==> config.mk <==
export PLATFORM = sky130hd
export DESIGN_NAME = p_reg_patdet_stage
export DESIGN_NICKNAME = d
export VERILOG_FILES = /design/src/rtl/p_reg_patdet_stage.sv
export SDC_FILE = /design/constraint.sdc
export NUM_CORES = 1
export LEC_CHECK = 0
export ABC_AREA = 1
export BUFFER_PORTS_ARGS = -buffer_cell sky130_fd_sc_hd__buf_2
export CAP_MARGIN = 20
export CORE_MARGIN = 1
export CORE_UTILIZATION = 45
export DETAILED_ROUTE_END_ITERATION = 7
export HOLD_SLACK_MARGIN = 0.12
export PLACE_DENSITY = 0.8
export SLEW_MARGIN = 20
export SYNTH_ARGS = -nofsm -noshare
export SYNTH_HDL_FRONTEND = slang
export SYNTH_SLANG_ARGS = --single-unit
==> constraint.sdc <==
create_clock -name clk -period 1.95 [get_ports clk]
set_input_delay 0.195 -clock clk [delete_from_list [all_inputs] [get_ports clk]]
set_output_delay 0.195 -clock clk [all_outputs]
set_load 0.01 [all_outputs]
==> src/rtl/p_reg_patdet_stage.sv <==
// DSP output stage: optional P-path register, pattern/pattern-bar detection and overflow/underflow flags.
// Build option AUTORESET_PATDET_EN: a registered pattern match clears the P-path on the next enabled edge.
module p_reg_patdet_stage #(
    parameter int unsigned PREG    = 1,
    parameter logic [47:0] PATTERN = 48'h0000_0000_0000,
    parameter logic [47:0] MASK    = 48'h3FFF_FFFF_FFFF
) (
    input  logic        clk,
    input  logic        rst_n,
    input  logic        cep,
    input  logic        rstp,
    input  logic [47:0] alu_p,
    input  logic        alu_carryout,
    input  logic        alu_carrycascout,
    input  logic        alu_multsignout,
    output logic [47:0] p,
    output logic [47:0] pcout,
    output logic        carryout,
    output logic        carrycascout,
    output logic        multsignout,
    output logic        patterndetect,
    output logic        patternbdetect,
    output logic        patterndetectpast,
    output logic        patternbdetectpast,
    output logic        overflow,
    output logic        underflow
);

    logic pd_c;
    logic pbd_c;
    logic clr_p;

    assign pd_c  = &(~(alu_p ^ PATTERN) | MASK);
    assign pbd_c = &( (alu_p ^ PATTERN) | MASK);

`ifdef AUTORESET_PATDET_EN
    // Terminal-count self-clear keyed off the currently presented match flag.
    assign clr_p = rstp | (cep & patterndetect);
`else
    assign clr_p = rstp;
`endif

    generate
        if (PREG != 0) begin : g_preg
            logic [47:0] p_q;
            logic        carry_q;
            logic        ccarry_q;
            logic        msign_q;
            logic        pd_q;
            logic        pbd_q;

            always_ff @(posedge clk or negedge rst_n) begin
                if (!rst_n) begin
                    p_q      <= '0;
                    carry_q  <= 1'b0;
                    ccarry_q <= 1'b0;
                    msign_q  <= 1'b0;
                    pd_q     <= 1'b0;
                    pbd_q    <= 1'b0;
                end else if (clr_p) begin
                    p_q      <= '0;
                    carry_q  <= 1'b0;
                    ccarry_q <= 1'b0;
                    msign_q  <= 1'b0;
                    pd_q     <= 1'b0;
                    pbd_q    <= 1'b0;
                end else if (cep) begin
                    p_q      <= alu_p;
                    carry_q  <= alu_carryout;
                    ccarry_q <= alu_carrycascout;
                    msign_q  <= alu_multsignout;
                    pd_q     <= pd_c;
                    pbd_q    <= pbd_c;
                end
            end

            assign p              = p_q;
            assign carryout       = carry_q;
            assign carrycascout   = ccarry_q;
            assign multsignout    = msign_q;
            assign patterndetect  = pd_q;
            assign patternbdetect = pbd_q;
        end else begin : g_comb
            assign p              = alu_p;
            assign carryout       = alu_carryout;
            assign carrycascout   = alu_carrycascout;
            assign multsignout    = alu_multsignout;
            assign patterndetect  = pd_c;
            assign patternbdetect = pbd_c;
        end
    endgenerate

    // The past flags sample whatever is presented as the current flag: the old register
    // value when registered, or the live compare when combinational.
    always_ff @(posedge clk or negedge rst_n) begin
        if (!rst_n) begin
            patterndetectpast  <= 1'b0;
            patternbdetectpast <= 1'b0;
        end else if (clr_p) begin
            patterndetectpast  <= 1'b0;
            patternbdetectpast <= 1'b0;
        end else if (cep) begin
            patterndetectpast  <= patterndetect;
            patternbdetectpast <= patternbdetect;
        end
    end

    assign pcout     = p;
    assign overflow  = patterndetectpast  & ~patterndetect & ~patternbdetect;
    assign underflow = patternbdetectpast & ~patterndetect & ~patternbdetect;

endmodule

==> reports/metrics.yaml, run 1 <==
status: "finished, final reports clean"
antenna_found_initial: 0
setup_viol: 0
yosysTopAreaCell: "dfrtp_1"
r2r-start: "patterndetect"
synthCells: 295
die_w_um: 78.99
start_util_pct: 47.57
synth_cell_types: 12
crit_required_ns: 1.75
drtIter0Drc: 89
ys_warn_count: 0
syn_area_um2: 2668
syn_avg_cell_area_um2: 9.043
yosysSeqAreaShare_pct: 51.59
hold_path_end: "p[13]"
timing.final.crit_share_pct: 66.30
portBuffers: 159
maxCapViolCount: 0
drive_above_1_share_pct: 42.93
grt_max_degree: 56
yosysTopAreaCellShare_pct: 51.59
wirelength_um: 6097
track_usage_pct: 19.63
post-route-min-period_ns: 1.293
drc: 0
met1Wirelength_um: 2536
hold_buffers: 10
skew_ns: 0.0004588
synth_xor_area_share_pct: 0
cts_setup_buffers: 0
grt_pass1_vias: 2070
clkTransAtPathRegs_ns: 0.09
slew_headroom_pct: 51.88
total_power_w: 0.002211
htreeDepth: 2
layout.nets: 466
fp-row-count: 27
startpoint_type: "flip-flop"
leakagePower_nw: 2.081
diodes: 0
fp.dieH_um: 78.99
drv_slew: 0
crit_type: "flip-flop to output pin"
max_freq_mhz: 773.5
cts_tree: "built"
dr_wl_met2_um: 3192
synth_compound_area_share_pct: 0
netlist_top_cells_area: "dfrtp_1 (52%), nand2_1 (16%), buf_4 (14%), nand3_1 (8.4%), buf_6 (3.8%)"
peakVddDrop_v: 0.0003108
synthMuxAreaShare_pct: 0
timing.final.ws_setup_ns: 0.6572
area_growth_syn_to_layout_pct: 22.00
finalSetupTns_ns: 0
synth_simple_gate_area_share_pct: 28.85
syn_nets: 350
hpwl_um: 4132
r2r-end: "patterndetectpast"
worst-endpoint-arrival_ns: 1.10
cp_max_fo: 5
grt_first_pass_wirelength_um: 9660
reg2regPathDepth: 2
top_layer: "met4"
powerDensity_nw_per_um2: 679.3
cts_resized: 0
synth_fa_ha_area_share_pct: 0
core-area_um2: 5608
cp-end-kind: "output pin"
cts_buffer_depth: 2
die-area_um2: 6239
hp-start: "alu_p[13]"
wl_per_cell_um: 12.65
overflow: 0
synth_top_family_by_area: "simple AND/OR/NAND/NOR gates"
cts_root_buf: "clkbuf_8"
gp_congestion: 0.7449
r2r_slack_ns: 1.25
worst_pin_slew_ns: 0.7218
clk_latency_ns: 0.29
antenna_left: 0
routed-wl-met3_um: 312
cts_inserted_buffers: 5
finalHoldViolCount: 0
stdcell_count: 482
rsz0062_at_grt: "no"
place_ws_ns: 0.5221
via_count: 2271
viasPerCell: 4.712
synth_seq_cells: 55
dp.cells: 465
ios: 160
min_path_type: "input port to flip-flop"
dr.pass1.iters: 4
whs_path_depth: 3
cts.sinks: 55
-- Yosys cell counts --
library cell and count:
nand2_1 114, dfrtp_1 55, buf_4 51, nand3_1 45
buf_6 9, nand3_2 7, buf_2 4, inv_1 3
nor2_1 3, nor3b_1 2, inv_4 1, nor2_8 1
-- cell usage in the layout (no fill, tap or decap), drive strengths merged --
cell | Yosys | layout
inv | 4 | 4
nand3 | 52 | 52
dlygate4sd3 | 0 | 11
dfrtp | 55 | 55
nor3b | 2 | 2
nor2 | 4 | 4
clkbuf | 0 | 6
buf | 64 | 162
nand2 | 114 | 114
-- power breakdown --
part / total, W / leakage (nW) / internal, W / switching [W]
Combinational: 0.000403 / 1.31 / 0.000170 / 0.000234
Clock: 0.000561 / 0.0371 / 0.000240 / 0.000320
Sequential: 0.00125 / 0.733 / 0.00120 / 0.0000456
-- worst max path at each step --
stage,to,from,slack (ns)
2_1_floorplan,overflow,patternbdetect,0.98
3_3_place_gp,p[47],cep,0.54
3_5_place_dp,p[47],cep,0.52
4_1_cts,underflow,patternbdetect,0.63
5_1_grt,underflow,patternbdetect,0.60
6_report,underflow,patternbdetect,0.66
-- state kept, by name, indices dropped and copies added, names as in the netlist --
signal	cells
carrycascout	1
carryout	1
multsignout	1
p	48
patternbdetect	1
patternbdetectpast	1
patterndetect	1
patterndetectpast	1
-- logic make-up after synthesis --
group,after synthesis
flops,55
buf+inv,68
simple gates,172
-- cell type report --
cell class / instances / area (um2)
fillers: 536 / 2354
flip-flops and latches: 55 / 1376
repair buffers: 173 / 928.4
multi-input cells: 172 / 769.5
well taps: 72 / 90.09
clock buffers: 6 / 72.57
inverters: 4 / 17.52
-- layer usage --
metal  GRT usage [%]  up-vias
met5               0        -
met4           5.818        0
met3           3.103        4
met2           36.12       85
met1           23.37     1072
li1                -     1110
-- critical path: stages (launching register included) --
cell and delay [ns]:
dfrtp_1 0.44, nor3b_1 0.21, buf_2 0.16
-- metrics by stage --
step	util, %	area (um2)	hold slack [ns]
finish	58.03	3254	0.1266
global route	58.03	3254	0.1210
CTS	57.85	3244	0.1203
detailed placement	54.77	3072	0.1990
global placement	54.77	3072	0.1960
floorplan	-	2668	-0.1006
Power figures use the tool's default switching activity.
==> run 2, diff against run 1 <==
--- a/config.mk
+++ b/config.mk
@@ -5,14 +5,14 @@
 export SDC_FILE = /design/constraint.sdc
 export NUM_CORES = 1
 export LEC_CHECK = 0
-export ABC_AREA = 1
+export ABC_AREA = 0
 export BUFFER_PORTS_ARGS = -buffer_cell sky130_fd_sc_hd__buf_2
 export CAP_MARGIN = 20
 export CORE_MARGIN = 1
-export CORE_UTILIZATION = 45
+export CORE_UTILIZATION = 43
 export DETAILED_ROUTE_END_ITERATION = 7
 export HOLD_SLACK_MARGIN = 0.12
-export PLACE_DENSITY = 0.8
+export PLACE_DENSITY = 0.77
 export SLEW_MARGIN = 20
 export SYNTH_ARGS = -nofsm -noshare
 export SYNTH_HDL_FRONTEND = slang
==> constraint.sdc (replaced) <==
create_clock -name clk -period 1.2 [get_ports clk]
set_input_delay 0.12 -clock clk [delete_from_list [all_inputs] [get_ports clk]]
set_output_delay 0.12 -clock clk [all_outputs]
set_load 0.01 [all_outputs]
==> run 2 against run 1 <==
Compared with the run above:
- global-route usage decreased by 1.4 points
- count of clock-buffer cells in the layout unchanged
- power increased by 71%
- combinational power increased by 110%
- area after synthesis decreased by 0.94%
- die area increased by 3.6%
- clock power increased by 64%
- sequential power increased by 62%
==> reports/metrics.yaml, run 2 <==
min_path_type: "input port to flip-flop"
via_count: 2145  # -5.5%
fp.dieH_um: 80.39  # +1.8%
viasPerCell: 4.593  # -2.5%
finalHoldViolCount: 0  # unchanged
skew_ns: 0.0004565  # -0.000002359 ns
die-area_um2: 6463  # +3.6%
syn_nets: 284  # -19%
drv_slew: 0  # unchanged
syn_area_um2: 2643  # -0.94%
cts.sinks: 55  # unchanged
core-area_um2: 5921  # +5.6%
r2r-end: "patterndetectpast"
synth_seq_cells: 55  # unchanged
hold_path_end: "patternbdetect"
timing.final.crit_share_pct: 99.73
whs_path_depth: 3  # unchanged
worst-endpoint-arrival_ns: 1.08  # -0.02 ns
netlist_top_cells_area: "dfrtp_1 (52%), mux2i_1 (20%), buf_4 (14%), nor2_1 (7.5%), buf_12 (3.0%)"
final_cell_mix: "buf_2 (159), dfrtp_1 (55), mux2i_1 (53), nor2_1 (53), dlygate4sd3_1 (52)"
grt_max_degree: 56  # unchanged
rsz0062_at_grt: "yes"
area_growth_syn_to_layout_pct: 41.71
clk_latency_ns: 0.29  # about the same
synthCells: 229  # -22%
dp.cells: 407  # -12%
crit_required_ns: 1.08  # -0.67 ns
grt_pass1_vias: 2016  # -2.6%
powerDensity_nw_per_um2: 1007  # +48%
yosysTopAreaCell: "dfrtp_1"
status: "finished, final reports clean"
final_common_cell: "buf_2"
stdcell_count: 467  # -3.1%
yosysTopAreaCellShare_pct: 52.08  # +0.49 points
worst_pin_slew_ns: 0.2983  # -0.4235 ns
whs_ns: 0.1891  # +0.06248 ns
r2r-start: "patterndetect"
cp_max_fo: 3  # -2
wl_per_cell_um: 12.95  # +2.4%
synth_commonest_cells: "dfrtp_1 (55), mux2i_1 (53), nor2_1 (53), buf_4 (49), buf_12 (4)"
grt_first_pass_wirelength_um: 8997  # -6.9%
startpoint_type: "flip-flop"
hp-start: "cep"
synth_ff_type: "dfrtp_1"
ios: 160  # unchanged
cts_buffer_depth: 2  # unchanged
cp-end-kind: "output pin"
wirelength_um: 6047  # -0.82%
synth_most_common_cell: "dfrtp_1"
cts_root_buf: "clkbuf_8"
peakVddDrop_v: 0.0005697  # +83%
reg2regPathDepth: 3  # +1
synthArstFlopShare_pct: 100.0  # unchanged
track_usage_pct: 18.20  # -1.4 points
cts_tree: "built"
clkTransAtPathRegs_ns: 0.09  # about the same
max_freq_mhz: 835.6
drtIter0Drc: 81  # -9.0%
final_area_um2: 3745  # +15%
post-route-min-period_ns: 1.197
antenna_left: 0  # unchanged
leakagePower_nw: 2.209  # +6.2%
drc: 0  # unchanged
dr.pass1.iters: 4  # unchanged
antenna_found_initial: 0  # unchanged
syn_avg_cell_area_um2: 11.54  # +28%
ys_warn_count: 0  # unchanged
hpwl_um: 3588  # -13%
setup_viol: 0  # unchanged
portBuffers: 159  # unchanged
largest_reg_flops: 48  # unchanged
layout.nets: 448  # -3.9%
htreeDepth: 2  # unchanged
slew_headroom_pct: 80.11  # +28 points
synth_cell_types: 13  # +1
overflow: 0  # unchanged
r2r_slack_ns: 0.31  # -0.94 ns
diodes: 0  # unchanged
cts_inserted_buffers: 5  # unchanged
die_w_um: 80.39  # +1.8%
start_util_pct: 44.63  # -2.9 points
crit_type: "flip-flop to output pin"
synth_enable_flop_cells: 0  # unchanged
fp-row-count: 28  # +3.7%
dpl_cell_area_um2: 3127  # +1.8%
gp_congestion: 0.6747  # -9.4%
maxCapViolCount: 0  # unchanged
drive_above_1_share_pct: 43.88  # +0.95 points
yosysSeqAreaShare_pct: 52.08  # +0.49 points
## run 2: cell types whose count changed in the layout (fill, tap and decap cells not counted), sizes merged, moves of 4 or more
cell | previous run | this run
nand2 | 114 | 0
nor2 | 4 | 53
dlygate4sd3 | 11 | 52
inv | 4 | 0
nand3 | 52 | 1
mux2i | 0 | 53
## run 2: logic make-up (layout without fill, tap and decap cells)
group	count (synthesis)	after routing	share of synthesized area (%)
buffers and inverters	60	223	18.37
and+or+nand+nor	59	59	9.091
DFF	55	55	52.08
muxes	53	53	20.08
AOI/OAI and AO/OA	2	2	0.3788
## run 2: per-stage QoR
| step | TNS [ns] | util, % | power (W) | setup slack (ns) |
|---|---|---|---|---|
| after CTS | 0 | 62.95 | 0.003798 | 0.01611 |
| after global placement | 0 | 52.81 | 0.002733 | 0.2485 |
| after floorplan | 0 | - | 0.002533 | 0.3028 |
| final | 0 | 63.25 | 0.003773 | 0.003260 |
| after detailed placement | 0 | 52.81 | 0.002752 | 0.1858 |
| after global routing | -0.09835 | 63.25 | 0.003976 | -0.05882 |
## run 2: layer usage
metal / wire length, um / global-route usage, % / vias to the layer above
met2: 3348 / 34.92 / 84
met1: 2392 / 19.88 / 1041
met5: 0 / 0 / -
met3: 281 / 3.068 / 2
met4: 25 / 6.250 / 0
li1: - / - / 1018
## run 2: timing repair
item / CTS / global route
hold endpoints to repair: 107 / 0
setup endpoints to repair: 1 / 2
cloned: 0 / 0
hold buffers: 52 / 0
setup buffers: 1 / 1
gates resized for setup: 0 / 2
## run 2: area by class of cell
cell class	count	area (um2)
clock buffer	6	72.57
fill	513	2176
multi-input combinational	114	790.8
sequential	55	1376
tap	75	93.84
timing repair buffer	217	1411
## run 2: worst max-delay path by stage
stage / from / to / slack (ns)
2_1_floorplan: patternbdetect / overflow / 0.30
5_1_grt: patternbdetect / overflow / -0.06
3_3_place_gp: cep / p[14] / 0.25
4_1_cts: patterndetect / underflow / 0.02
3_5_place_dp: cep / p[33] / 0.19
6_report: patternbdetect / underflow / 0.003
## run 2: worst max-delay path, stage by stage (launching register included)
cell	delay (ns)
dfrtp_1	0.43
nor3b_2	0.20
buf_2	0.15
## run 2: report_power, final
part | internal (W) | leakage (nW) | switching, W
clock network | 0.000391 | 0.0371 | 0.000527
logic | 0.000434 | 1.44 | 0.000393
registers | 0.00195 | 0.732 | 0.0000755
==> run 3, diff against run 2 <==
--- a/config.mk
+++ b/config.mk
@@ -6,13 +6,13 @@
 export NUM_CORES = 1
 export LEC_CHECK = 0
 export ABC_AREA = 0
-export BUFFER_PORTS_ARGS = -buffer_cell sky130_fd_sc_hd__buf_2
+export BUFFER_PORTS_ARGS = -buffer_cell sky130_fd_sc_hd__buf_4
 export CAP_MARGIN = 20
 export CORE_MARGIN = 1
-export CORE_UTILIZATION = 43
+export CORE_UTILIZATION = 40
 export DETAILED_ROUTE_END_ITERATION = 7
 export HOLD_SLACK_MARGIN = 0.12
-export PLACE_DENSITY = 0.77
+export PLACE_DENSITY = 0.72
 export SLEW_MARGIN = 20
 export SYNTH_ARGS = -nofsm -noshare
 export SYNTH_HDL_FRONTEND = slang
==> run 3 against run 2 <==
Compared with the run above:
- routed wire length up 4.4%
- count of clock-buffer cells in the layout is 2 higher
- register-to-register slack improved by 0.02 ns
- global-route usage is 0.64 points higher
- worst setup slack worse by 0.011 ns
- largest cell class unchanged
- core utilization rose by 2.6 points
- sequential power about the same
- maximum frequency decreased by 0.93%
- the run now ends with negative setup slack left
- non-clock buffer count increased by 1
- critical path type unchanged
- largest power group unchanged
- die area is 7.3% higher
==> reports/metrics.yaml, run 3 (synthesis results as in run 2) <==
cts_buffer_depth: 2  # unchanged
worst-endpoint-arrival_ns: 1.09  # about the same
cp-end-kind: "output pin"
die-area_um2: 6936  # +7.3%
max_freq_mhz: 827.8  # -0.93%
final_util_pct: 65.83  # +2.6 points
maxCapViolCount: 0  # unchanged
layout.nets: 449  # +0.22%
leakagePower_nw: 2.294  # +3.8%
wl_per_cell_um: 13.37  # +3.3%
clk_latency_ns: 0.30  # about the same
start_util_pct: 41.62  # -3.0 points
drive_above_1_share_pct: 44.30  # +0.43 points
slew_headroom_pct: 76.10  # -4.0 points
crit_type: "flip-flop to output pin"
cp_max_fo: 4  # +1
gp_congestion: 0.6964  # +3.2%
crit_required_ns: 1.08  # about the same
place_ws_ns: 0.2636  # +0.07776 ns
via_count: 2132  # -0.61%
skew_ns: 0.0008127  # +0.0003562 ns
fp.dieH_um: 83.28  # +3.6%
antenna_left: 0  # unchanged
whs_ns: 0.1495  # -0.03958 ns
overflow: 0  # unchanged
finalSetupTns_ns: -0.007979  # -0.007979 ns
grt_max_degree: 34  # -39%
wirelength_um: 6312  # +4.4%
fp-row-count: 29  # +3.6%
drc: 0  # unchanged
hpwl_um: 4107  # +14%
cts_root_buf: "clkbuf_8"
die_w_um: 83.28  # +3.6%
htreeDepth: 2  # unchanged
peakVddDrop_v: 0.0006285  # +10%
startpoint_type: "flip-flop"
timing.final.crit_share_pct: 100.7  # +0.94 points
fillCellCount: 491  # -4.3%
violations: "negative setup slack"
area_growth_syn_to_layout_pct: 58.19
dr.pass1.iters: 4  # unchanged
total_power_w: 0.004120  # +9.2%
antenna_found_initial: 0  # unchanged
cts_tree: "built"
final_common_cell: "buf_4"
core-area_um2: 6350  # +7.2%
cts_inserted_buffers: 5  # unchanged
setup_viol: 1  # +1
finalHoldViolCount: 0  # unchanged
rsz0062_at_grt: "yes"
drv_slew: 0  # unchanged
grt_pass1_vias: 2168  # +7.5%
viasPerCell: 4.517  # -1.7%
drtIter0Drc: 88  # +8.6%
ios: 160  # unchanged
status: "complete, but fails checks"
track_usage_pct: 18.85  # +0.64 points
grt_first_pass_wirelength_um: 10580  # +18%
diodes: 0  # unchanged
powerDensity_nw_per_um2: 985.5  # -2.2%
post-route-min-period_ns: 1.208  # +0.01124 ns
min_path_type: "input port to flip-flop"
portBuffers: 159  # unchanged
timing.final.ws_setup_ns: -0.007979  # -0.01124 ns
cts.sinks: 55  # unchanged
clkTransAtPathRegs_ns: 0.09  # about the same
final_cell_mix: "buf_4 (162), dfrtp_1 (55), mux2i_1 (53), nor2_1 (53), dlygate4sd3_1 (52)"
largest_reg_flops: 48  # unchanged
worst_pin_slew_ns: 0.3584  # +0.06014 ns
==> run 3: cell count changes in the layout (fill, tap and decap cells not counted) <==
cell      before  now
buf_2        159    0
buf_4          2  162
clkbuf_8       5    7
==> run 3: area by class of cell <==
| class | count | area, um2 | share of cell area [%] |
|---|---|---|---|
| repair buffers | 218 | 1817 | 43.46 |
| flip-flops and latches | 55 | 1376 | 32.92 |
| multi-input cells | 114 | 790.8 | 18.92 |
| clock buffers | 8 | 100.1 | 2.394 |
| well taps | 77 | 96.34 | 2.305 |
==> run 3: stage by stage <==
step | std cells | area, um2
2_1_floorplan | 229 | 2643
3_3_place_gp | 410 | 3535
3_5_place_dp | 410 | 3535
4_1_cts | 472 | 4180
5_1_grt | 472 | 4180
6_report | 472 | 4180
==> run 3: critical path: stages, from the launching register on <==
cell     delay, ns
dfrtp_1       0.43
nor3b_2       0.21
buf_4         0.15
==> run 3: final timing paths <==
path                                 from                  to  slack, ns  depth (start not counted)
setup / recovery            patterndetect            overflow     -0.008                          2
hold / removal                        cep               p[39]       0.15                          3
setup reg to reg           patternbdetect  patternbdetectpast       0.33                          3
max in group asynchronous           rst_n               p[31]       0.47                          3
hold reg to reg               multsignout         multsignout       0.55                          2
min in group asynchronous           rst_n               p[28]       0.26                          2
==> run 3: power breakdown <==
| part | total [W] | internal [W] | leakage, nW | switching (W) |
|---|---|---|---|---|
| combinational | 0.000986 | 0.000585 | 1.51 | 0.000402 |
| sequential | 0.00204 | 0.00195 | 0.732 | 0.0000843 |
| clock | 0.00110 | 0.000528 | 0.0515 | 0.000569 |
==> run 3: metal layers <==
layer | global-route usage [%] | wire [um] | vias to the layer above
li1 | - | - | 1025
met1 | 22.83 | 2535 | 1004
met2 | 33.16 | 3250 | 98
met3 | 5.070 | 489 | 5
met4 | 4.702 | 36 | 0
met5 | 0 | 0 | -
==> run 3: what timing repair did <==
action                                  in CTS  in global routing
endpoints found under the hold margin      108                  0
resized for setup                            2                  0
buffers inserted                             2                  0
pin swaps                                    2                  0
endpoints found under the setup margin       2                  2
hold buffers                                52                  0
